**src/rtl/operand_entry_ctrl.sv**
```systemverilog
// Keypad operand entry: accumulates decimal digits into a sign/magnitude value,
// then offers it as an N-bit two's-complement operand with a valid/ready handshake.
module operand_entry_ctrl #(
    parameter int N = 8
) (
    input  logic         clk,
    input  logic         reset,
    input  logic         key_valid,
    input  logic [3:0]   key_code,
    output logic         key_ready,
    input  logic         op_ready,
    output logic         op_valid,
    output logic [N-1:0] operand,
    output logic [N-2:0] mag,
    output logic         sign,
    output logic         err
);

    typedef enum logic [1:0] {
        S_IDLE  = 2'd0,
        S_ENTRY = 2'd1,
        S_ACCUM = 2'd2,
        S_HOLD  = 2'd3
    } state_t;

    localparam logic [3:0]   K_NEG   = 4'd10;
    localparam logic [3:0]   K_CLEAR = 4'd11;
    localparam logic [3:0]   K_ENTER = 4'd12;
    localparam logic [N+3:0] MAX_POS = {5'b0, {(N-1){1'b1}}};
    localparam logic [N+3:0] TEN     = (N+4)'(10);

    state_t       r_state, w_state_next;
    logic [3:0]   r_digit, w_digit_next;
    logic [N-2:0] r_mag, w_mag_next;
    logic         r_sign, w_sign_next;
    logic         r_err, w_err_next;
    logic [N-1:0] r_operand, w_operand_next;
    logic         r_op_valid, w_op_valid_next;

    logic         w_key_fire;
    logic [N+3:0] w_accum;
    logic [N-1:0] w_signed_val;

    assign key_ready  = (r_state == S_IDLE) || (r_state == S_ENTRY);
    assign w_key_fire = key_valid & key_ready;

    // Width N+4 leaves headroom so mag*10+9 never wraps before the range test.
    assign w_accum = ({5'b0, r_mag} * TEN) + {{N{1'b0}}, r_digit};

    // Negating a zero magnitude yields zero, so "-0" needs no special case.
    assign w_signed_val = r_sign ? ((~{1'b0, r_mag}) + N'(1)) : {1'b0, r_mag};

    always_comb begin
        w_state_next    = r_state;
        w_digit_next    = r_digit;
        w_mag_next      = r_mag;
        w_sign_next     = r_sign;
        w_err_next      = r_err;
        w_operand_next  = r_operand;
        w_op_valid_next = r_op_valid;

        case (r_state)
            S_IDLE, S_ENTRY: begin
                if (w_key_fire) begin
                    if (key_code <= 4'd9) begin
                        w_digit_next = key_code;
                        w_state_next = S_ACCUM;
                    end else if (key_code == K_NEG) begin
                        w_sign_next  = ~r_sign;
                        w_state_next = S_ENTRY;
                    end else if (key_code == K_CLEAR) begin
                        w_mag_next   = '0;
                        w_sign_next  = 1'b0;
                        w_err_next   = 1'b0;
                        w_state_next = S_IDLE;
                    end else if (key_code == K_ENTER && r_state == S_ENTRY) begin
                        w_operand_next  = w_signed_val;
                        w_op_valid_next = 1'b1;
                        w_state_next    = S_HOLD;
                    end
                end
            end
            S_ACCUM: begin
                if (w_accum <= MAX_POS) begin
                    w_mag_next = w_accum[N-2:0];
                end else begin
                    w_err_next = 1'b1;
                end
                w_state_next = S_ENTRY;
            end
            S_HOLD: begin
                if (r_op_valid && op_ready) begin
                    w_op_valid_next = 1'b0;
                    w_mag_next      = '0;
                    w_sign_next     = 1'b0;
                    w_err_next      = 1'b0;
                    w_state_next    = S_IDLE;
                end
            end
            default: w_state_next = S_IDLE;
        endcase
    end

    always_ff @(posedge clk) begin
        if (reset) begin
            r_state    <= S_IDLE;
            r_digit    <= '0;
            r_mag      <= '0;
            r_sign     <= 1'b0;
            r_err      <= 1'b0;
            r_operand  <= '0;
            r_op_valid <= 1'b0;
        end else begin
            r_state    <= w_state_next;
            r_digit    <= w_digit_next;
            r_mag      <= w_mag_next;
            r_sign     <= w_sign_next;
            r_err      <= w_err_next;
            r_operand  <= w_operand_next;
            r_op_valid <= w_op_valid_next;
        end
    end

    assign op_valid = r_op_valid;
    assign operand  = r_operand;
    assign mag      = r_mag;
    assign sign     = r_sign;
    assign err      = r_err;

endmodule

```
**config.mk**
```make
export PLATFORM = sky130hd
export DESIGN_NAME = operand_entry_ctrl
export DESIGN_NICKNAME = d
export VERILOG_FILES = /design/src/rtl/operand_entry_ctrl.sv
export SDC_FILE = /design/constraint.sdc
export NUM_CORES = 1
export LEC_CHECK = 0
export CAP_MARGIN = 20
export CORE_MARGIN = 2
export CORE_UTILIZATION = 47
export CTS_CLUSTER_SIZE = 30
export DETAILED_ROUTE_END_ITERATION = 10
export HOLD_SLACK_MARGIN = 0.03
export PLACE_DENSITY_LB_ADDON = 0.05
export SYNTH_ARGS = -nofsm -noshare
export SYNTH_HDL_FRONTEND = slang
export SYNTH_SLANG_ARGS = --single-unit
```
**constraint.sdc**
```tcl
create_clock -name clk -period 2.9 [get_ports clk]
set_input_delay 0.58 -clock clk [delete_from_list [all_inputs] [get_ports clk]]
set_output_delay 0.58 -clock clk [all_outputs]
set_load 0.01 [all_outputs]
```
* Word level (Yosys, flattened, before mapping)
Cells that the tools add are included. Widths: inputs -> output; s select.
Operators by class: muxes and demuxes 32, equality and inequality tests 17, reduce and logical (&&, ||, !) cells 13, order comparisons 2, div/mod/pow operators 0, bitwise gates (word level) 6, add/sub/neg operators 2, $mul 1, shifts and indexed selects 0
Operator list (number):
- $mux 7 | 6
- $pmux 7 s3 | 1
- $ne 2x2->1 const B | 9
- $reduce_and 6->1 | 3
- $mux 1 | 14
- $add 11x4->12 | 1
- $eq 4x4->1 const B | 3
- $le 12x7->1 const B | 1
- $mux 2 | 6
- $mul 7x3->10 const B | 1
- $add 8x1->8 const B | 1
- $mux 8 | 1
- $not 7->8 | 1
- $reduce_and 7->1 | 1
- $pmux 2 s3 | 1
- $reduce_and 3->1 | 2
- $ne 5x5->1 const B | 1
- $reduce_and 5->1 | 1
- $eq 2x2->1 const B | 2
- $le 4x4->1 const B | 1
- $not 1->1 | 4
- $pmux 1 s2 | 2
- $ne 3x3->1 const B | 1
- $pmux 1 s3 | 1
- 7 further kinds | 8
Word-level totals: RAM bits 0, memory bits (read-only) 0, memories kept 0, bits in registers 24, output and inout port bits 19, input port bits 8, latch bits 0

* Logic depth before layout (Yosys ltp)
depth after elaboration 8, depth in mapped cells 11, gate-level depth less buffers 10

* Worst setup path after synthesis
No wires, ideal clock.
path type register -> register, start point register r_mag[1], in the netlist mag[1], end point register r_mag[0], in the netlist mag[0], clock period less this slack 2.863 ns, data required time 2.783 ns, slack 0.037 ns, data arrival time 2.746 ns, cell stages (with the launch flop) 11, buffers on the path 0, library setup time 0.117 ns, cells stage by stage dfxtp_1 -> ha_1 -> ha_1 -> inv_1 -> fa_1 -> nand2b_1 -> nor3_1 -> nand4bb_1 -> a221oi_2 -> o21ai_1 -> a22o_1
On the way: longest elaborated chain between the ends 5
Ends and longest elaborated chain:
- start: declaration | line 34 | logic [N-2:0] r_mag, w_mag_next;
- start signal: assignment | line 116 | r_mag <= w_mag_next;
- $mul 7x3->10 | line 48 | assign w_accum = ({5'b0, r_mag} * TEN) + {{N{1'b0}}, r_digit};
- $add 11x4->12 | line 48
- $le 12x7->1 | line 84 | if (w_accum <= MAX_POS) begin
- $ne 2x2->1 (no source line)
- $reduce_and 6->1 (no source line)
No other way between the ends. A chain may end at the register's enable or synchronous reset.

* Worst setup path after layout
start point register r_mag[1], in the netlist mag[1], end point register r_mag[5], in the netlist mag[5]
On the way: longest elaborated chain between the ends 5, elaborated cells on any way between the ends 7
Ends and longest elaborated chain (line):
- $mul 7x3->10 (*) | 48
- $add 11x4->12 (*) | 48
- $le 12x7->1 | 84
- $ne 2x2->1 (no source line)
- $reduce_and 6->1 (no source line)
Mark *: on every way between the ends. The rest lies on a longest branch, timed or not. The select of a mux whose other input is x is not followed.

==> qor.yml <==
grt_overflow_total: 0
ios: 27
grt_pass1_wl_um: 5570
setup_viol: 0
hpwl_um: 2610
r2r_end: "mag[5]$_SDFFE_PP0P_"
synth-simple-area-share_pct: 19.0
dpl_cell_area_mm2: 0.00187
cp-end-kind: "register"
synth_top_area_cell: "dfxtp_1"
cts_tree: "yes"
final_max_slew_viol_count: 0
yosysWarnings: 0
antenna_found_initial: 0
status: "finished clean"
h-tree-depth: 1
layout_setup_ws_ns: 0.0950
worst_pin_slew_ns: 0.414
ys_seq_elements: 24
placementRows: 20
synth_mux_area_share_pct: 3.94
area_growth_pct: 27.0
critPathKind: "reg2reg"
min_path_cells: 2
synthesis.area_mm2: 0.00152
multi_input_comb_area_mm2: 0.00102
clock_path_buffers: 2
crit_buf_inv: 1
cp_data_arrival_time_ns: 3.05
fin_area_mm2: 0.00194
ff2ff_setup_slack_ns: 0.09
async_flop_share_pct: 0
drt_first_pass_iters: 4
drv_cap: 0
slew-limit-headroom_pct: 72.2
synth_nets: 193
synth_top_area_share_pct: 31.5
wire_per_inst_um: 13.4
place_ws_ns: 0.00774
core_area_mm2: 0.00308
start_kind: "register"
period_share_pct: 96.7
cpLargestDelayFamily: "adder cells"
die_h_um: 60.9
synthXorXnorAreaFrac_pct: 6.32
synth_ff_type: "dfxtp_1"
fill_cells: 283
hold_buffers: 0
synth_edf_count: 0
insertion_delay_ns: 0.30
grt_usage_pct: 19.7
crit_chain: "ha_1, ha_1, inv_1, fa_1, xor2_1, nor3_4, o21bai_1, a221oi_4, and2_4, a32o_1"
finalCriticalPeriod_ns: 2.81
finalWirelength_um: 3260
root_buffer: "clkbuf_4"
grt_max_degree: 17
final_common_cell: "clkdlybuf4s50_1"
synthTopCellsByArea: "dfxtp_1 (32%), ha_1 (11%), nor2_1 (5.2%)"
vias_per_cell: 5.38
grt_pass1_vias: 1216
drtAntennaViolNets: 0
cts.clk_slew.worst_paths_ns: 0.13
worst_clock_skew_ns: 0.00703
layout-drive-gt1-share_pct: 13.0
syn-instance-count: 169
final_cells: 244
min_path_type: "reg2reg"
start_util_pct: 49.5
synthAdderAreaFrac_pct: 14.1
finalPower_uw: 574
worst_path_most_repeated_cell: "ha_1"
layout.nets: 226
r2r_cells: 10
cts_buffers: 3
drt_iter0_drc: 74
max_stage_delay_ns: 0.42
synth_cell_type_count: 40
hold_violations: 0
crit_fanout: 6
crit_required_ns: 3.15
max-vdd-ir-drop_v: 0.000152
crit_slowest_cell: "a221oi_4"
synth-compound-area-share_pct: 20.9
hold_start: "operand[4]$_SDFFE_PP0P_"
p_leak_nw: 0.806
place_congestion: 0.849
die_width_um: 60.9
hold_end: "operand[4]$_SDFFE_PP0P_"
synth_top_family_by_area: "compound AO/OA/AOI/OAI gates"
n_antenna_cell: 0
drc: 0
worst_r2r_startpoint: "mag[1]$_SDFFE_PP0P_"
final_cell_mix: "clkdlybuf4s50_1 (26), dfxtp_1 (24), nor2_1 (21)"
dp.cells: 241
max_freq_mhz: 357
portBuffers: 26
syn_area_per_cell_um2: 9.02
hold_ws_ns: 0.508
ys_seq_area_share_pct: 31.5
fp.dieArea_mm2: 0.00371
powerDensity_mw_per_mm2: 296
clkSinkCount: 24
vias: 1312
seqCellArea_um2: 480
## routing by layer
layer  wire [um]  GRT usage, %
met5           0             0
met4          10          3.73
met1        1540          27.4
met3         103          1.92
met2        1610          33.5
## cell families after synthesis
logic type,count (synthesis)
flip-flops,24
adder cells (fa/ha/maj),16
AO/OA/AOI/OAI,44
AND/OR/NAND/NOR,54
multiplexers,6
XOR/XNOR,11
buffers and inverters,14
## layout make-up
class | count | area share, %
multi-input combinational | 131 | 52.9
sequential | 24 | 24.8
timing repair buffer | 35 | 16.9
tap | 44 | 2.84
inverter | 7 | 1.36
clock buffer | 3 | 1.16
## sequential cells by signal, summed over array words and instances (netlist names)
register  cells
r_digit       4
op_valid      1
err           1
sign          1
mag           7
r_state       2
operand       8
## metrics by stage
step / utilization (%) / setup TNS (ns)
detailed placement: 60.7 / 0
global route: 62.9 / -0.0148
floorplan: - / 0
finish: 62.9 / 0
CTS: 61.6 / 0
global placement: 60.7 / 0
## worst register-to-register path, delay by kind of cell (launching register included)
family	cells	cell delay, ns
xor+xnor	1	0.35
buf+inv	1	0.07
simple gates	2	0.33
compound gates	3	0.80
fa+ha+maj	3	0.88
flops	1	0.34
## power breakdown
group	leakage (nW)	switching, mW	internal [mW]
Combinational	0.598	0.0446	0.0428
Sequential	0.194	0.00972	0.338
Clock	0.0138	0.0908	0.0484
## timing repair
item,4_1_cts,5_1_grt
buffers inserted,0,0
gates resized for setup,2,6
pin swaps,0,3
cloned,0,0
setup endpoints to repair,5,7
## synth_stat cells (all sizes together), types with 4 or more instances
cell type and n:
nor2 21, mux2i 6, dfxtp 24, or2 4, a22o 5, o21ai 6, clkbuf 4, a21oi 7
xnor2 5, xor2 6, inv 7, ha 14, a211oi 7, nand2 10
## worst max path at each step
stage	startpoint	to	slack (ns)	depth (start not counted)
floorplan	mag[1]$_SDFFE_PP0P_	mag[0]$_SDFFE_PP0P_	0.04	10
finish	mag[1]$_SDFFE_PP0P_	mag[5]$_SDFFE_PP0P_	0.09	10
global placement	mag[1]$_SDFFE_PP0P_	mag[4]$_SDFFE_PP0P_	0.11	10
detailed placement	mag[1]$_SDFFE_PP0P_	mag[4]$_SDFFE_PP0P_	0.008	10
global route	mag[2]$_SDFFE_PP0P_	mag[4]$_SDFFE_PP0P_	-0.01	10
CTS	mag[1]$_SDFFE_PP0P_	mag[3]$_SDFFE_PP0P_	0.03	10
Note: power is estimated with default switching activity, not from simulation.
==> RTL change: new RTL, config.mk and constraints unchanged <==
`N`: 8 -> 12.
--- a/src/rtl/operand_entry_ctrl.sv
+++ b/src/rtl/operand_entry_ctrl.sv
@@ -2,5 +2,5 @@
 // then offers it as an N-bit two's-complement operand with a valid/ready handshake.
 module operand_entry_ctrl #(
-    parameter int N = 8
+    parameter int N = 12
 ) (
     input  logic         clk,
Ports: changed (resized mag and operand); port bits go from 27 to 35. The function was not compared with the original's and may differ.
==> RTL change against the unedited design <==
Sequential share of layout area decreased by 5.2 points. First-iteration DRC count increased by 51%. Setup slack got worse by 84 ps. Final area increased by 71%. Clock power increased to 2.7 times the old value. Fmax decreased by 2.9%. Sequential cell count increased by 8. Wire length increased by 84%. Non-clock buffer count increased by 33. Area after synthesis increased by 60%. Via count increased by 73%. Total power increased by 65%. Critical path depth increased by 1. Critical path type unchanged. Highest routed layer unchanged.
==> RTL change: results (changes against the unedited design) <==
adder-cell share of the synthesized area -> 0.129 (-0.0119)
Slew HR -> 0.661 (-0.0607)
proportion of layout cells with a drive suffix above 1 -> 0.234 (+0.104)
r2r worst-path depth -> 11 (+1)
Worst path max stage delay -> 400 ps (-20 ps)
clk_skew -> 6.46 ps (-0.572 ps)
nets -> 386 (+71%)
port bufs -> 34 (+31%)
Worst Min Path Start -> err$_SDFFE_PP0P_
period utilisation layout -> 0.996 (+0.0289)
post-DP HPWL -> 4490 microns (+72%)
root buffer cell -> clkbuf_8
CP Max Fanout -> 8 (+2)
Hold Path End -> err$_SDFFE_PP0P_
Compound-Gate Fraction of Synth Area -> 0.250 (+0.0406)
wl on met1 -> 2990 microns (+94%)
CTS buffer count -> 5 (+2)
Leak Pwr -> 1.36 nW (+68%)
H-tree depth -> 2 (+1)
Inst Count DP -> 412 (+71%)
syn_nets -> 322 (+67%)
placed cell area -> 3070 sq um (+64%)
worst reg2reg setup slack -> 10 ps (-80 ps)
fin cells -> 424 (+74%)
P_int -> 715 uW (+67%)
detail-routed net length per standard cell -> 14.2 microns (+5.9%)
Arr. time, crit path -> 3030 ps (-20 ps)
sequential area share after synthesis -> 0.263 (-0.0524)
main area contributors after synthesis -> dfxtp_1, ha_1, xor2_1, nor2_1, a211oi_1
clk_lat worst skew -> 280 ps (-20 ps)
multiplexer share of the synthesized area -> 0.0323 (-0.00707)
largest net degree at the start of global routing -> 25 (+8)
status -> complete, no violations
first-pass GRT wire length -> 9880 microns (+77%)
Peak supply drop -> 0.205 mV (+35%)
Syn Inst Count -> 290 (+72%)
commonest cells in the netlist -> dfxtp_1, nor2_1, ha_1, nand2_1, xor2_1
R2R Path End -> mag[7]$_SDFFE_PP0P_
total power -> 950 uW (+65%)
WL met3 -> 162 microns (+57%)
met3 Use GR -> 0.0332 (+0.0140)
Total GRT Usage -> 0.205 (+0.00794)
Setup WS pre-CTS -> -22.1 ps (-29.8 ps)
Comb group -> 117 uW (+34%)
CP max stage cell -> fa_2
max FFs per register -> 12 (+4)
GR Layer Usage met2 -> 0.340 (+0.00531)
sequential group power -> 462 uW (+33%)
Initial DRC Count -> 112 (+51%)
vias in the first global route -> 2110 (+74%)
Critical Path End -> mag[7]$_SDFFE_PP0P_
## RTL change: cell count changes after synthesis, moves of 9 or more
cell | unedited run | this run
nand2_1 | 10 | 20
nor2_1 | 21 | 32
o21ai_1 | 1 | 13
xor2_1 | 6 | 15
## RTL change: repair_timing
| action | 4_1_cts | 5_1_grt |
|---|---|---|
| endpoints found under the setup margin | 10 | 12 |
| pin swaps | 5 | 6 |
| gates resized for setup | 6 | 21 |
| endpoints found under the hold margin | 0 | 0 |
| hold buffers | 0 | 0 |
| setup buffers | 3 | 2 |
## RTL change: area by class of cell
| type | instances | area (sq um) |
|---|---|---|
| flip-flops and latches | 32 | 651 |
| repair buffers | 68 | 608 |
| well taps | 70 | 87.6 |
| clock buffers | 7 | 96.3 |
| multi-input cells | 239 | 1850 |
| fillers | 470 | 1720 |
| inverters | 8 | 30.0 |
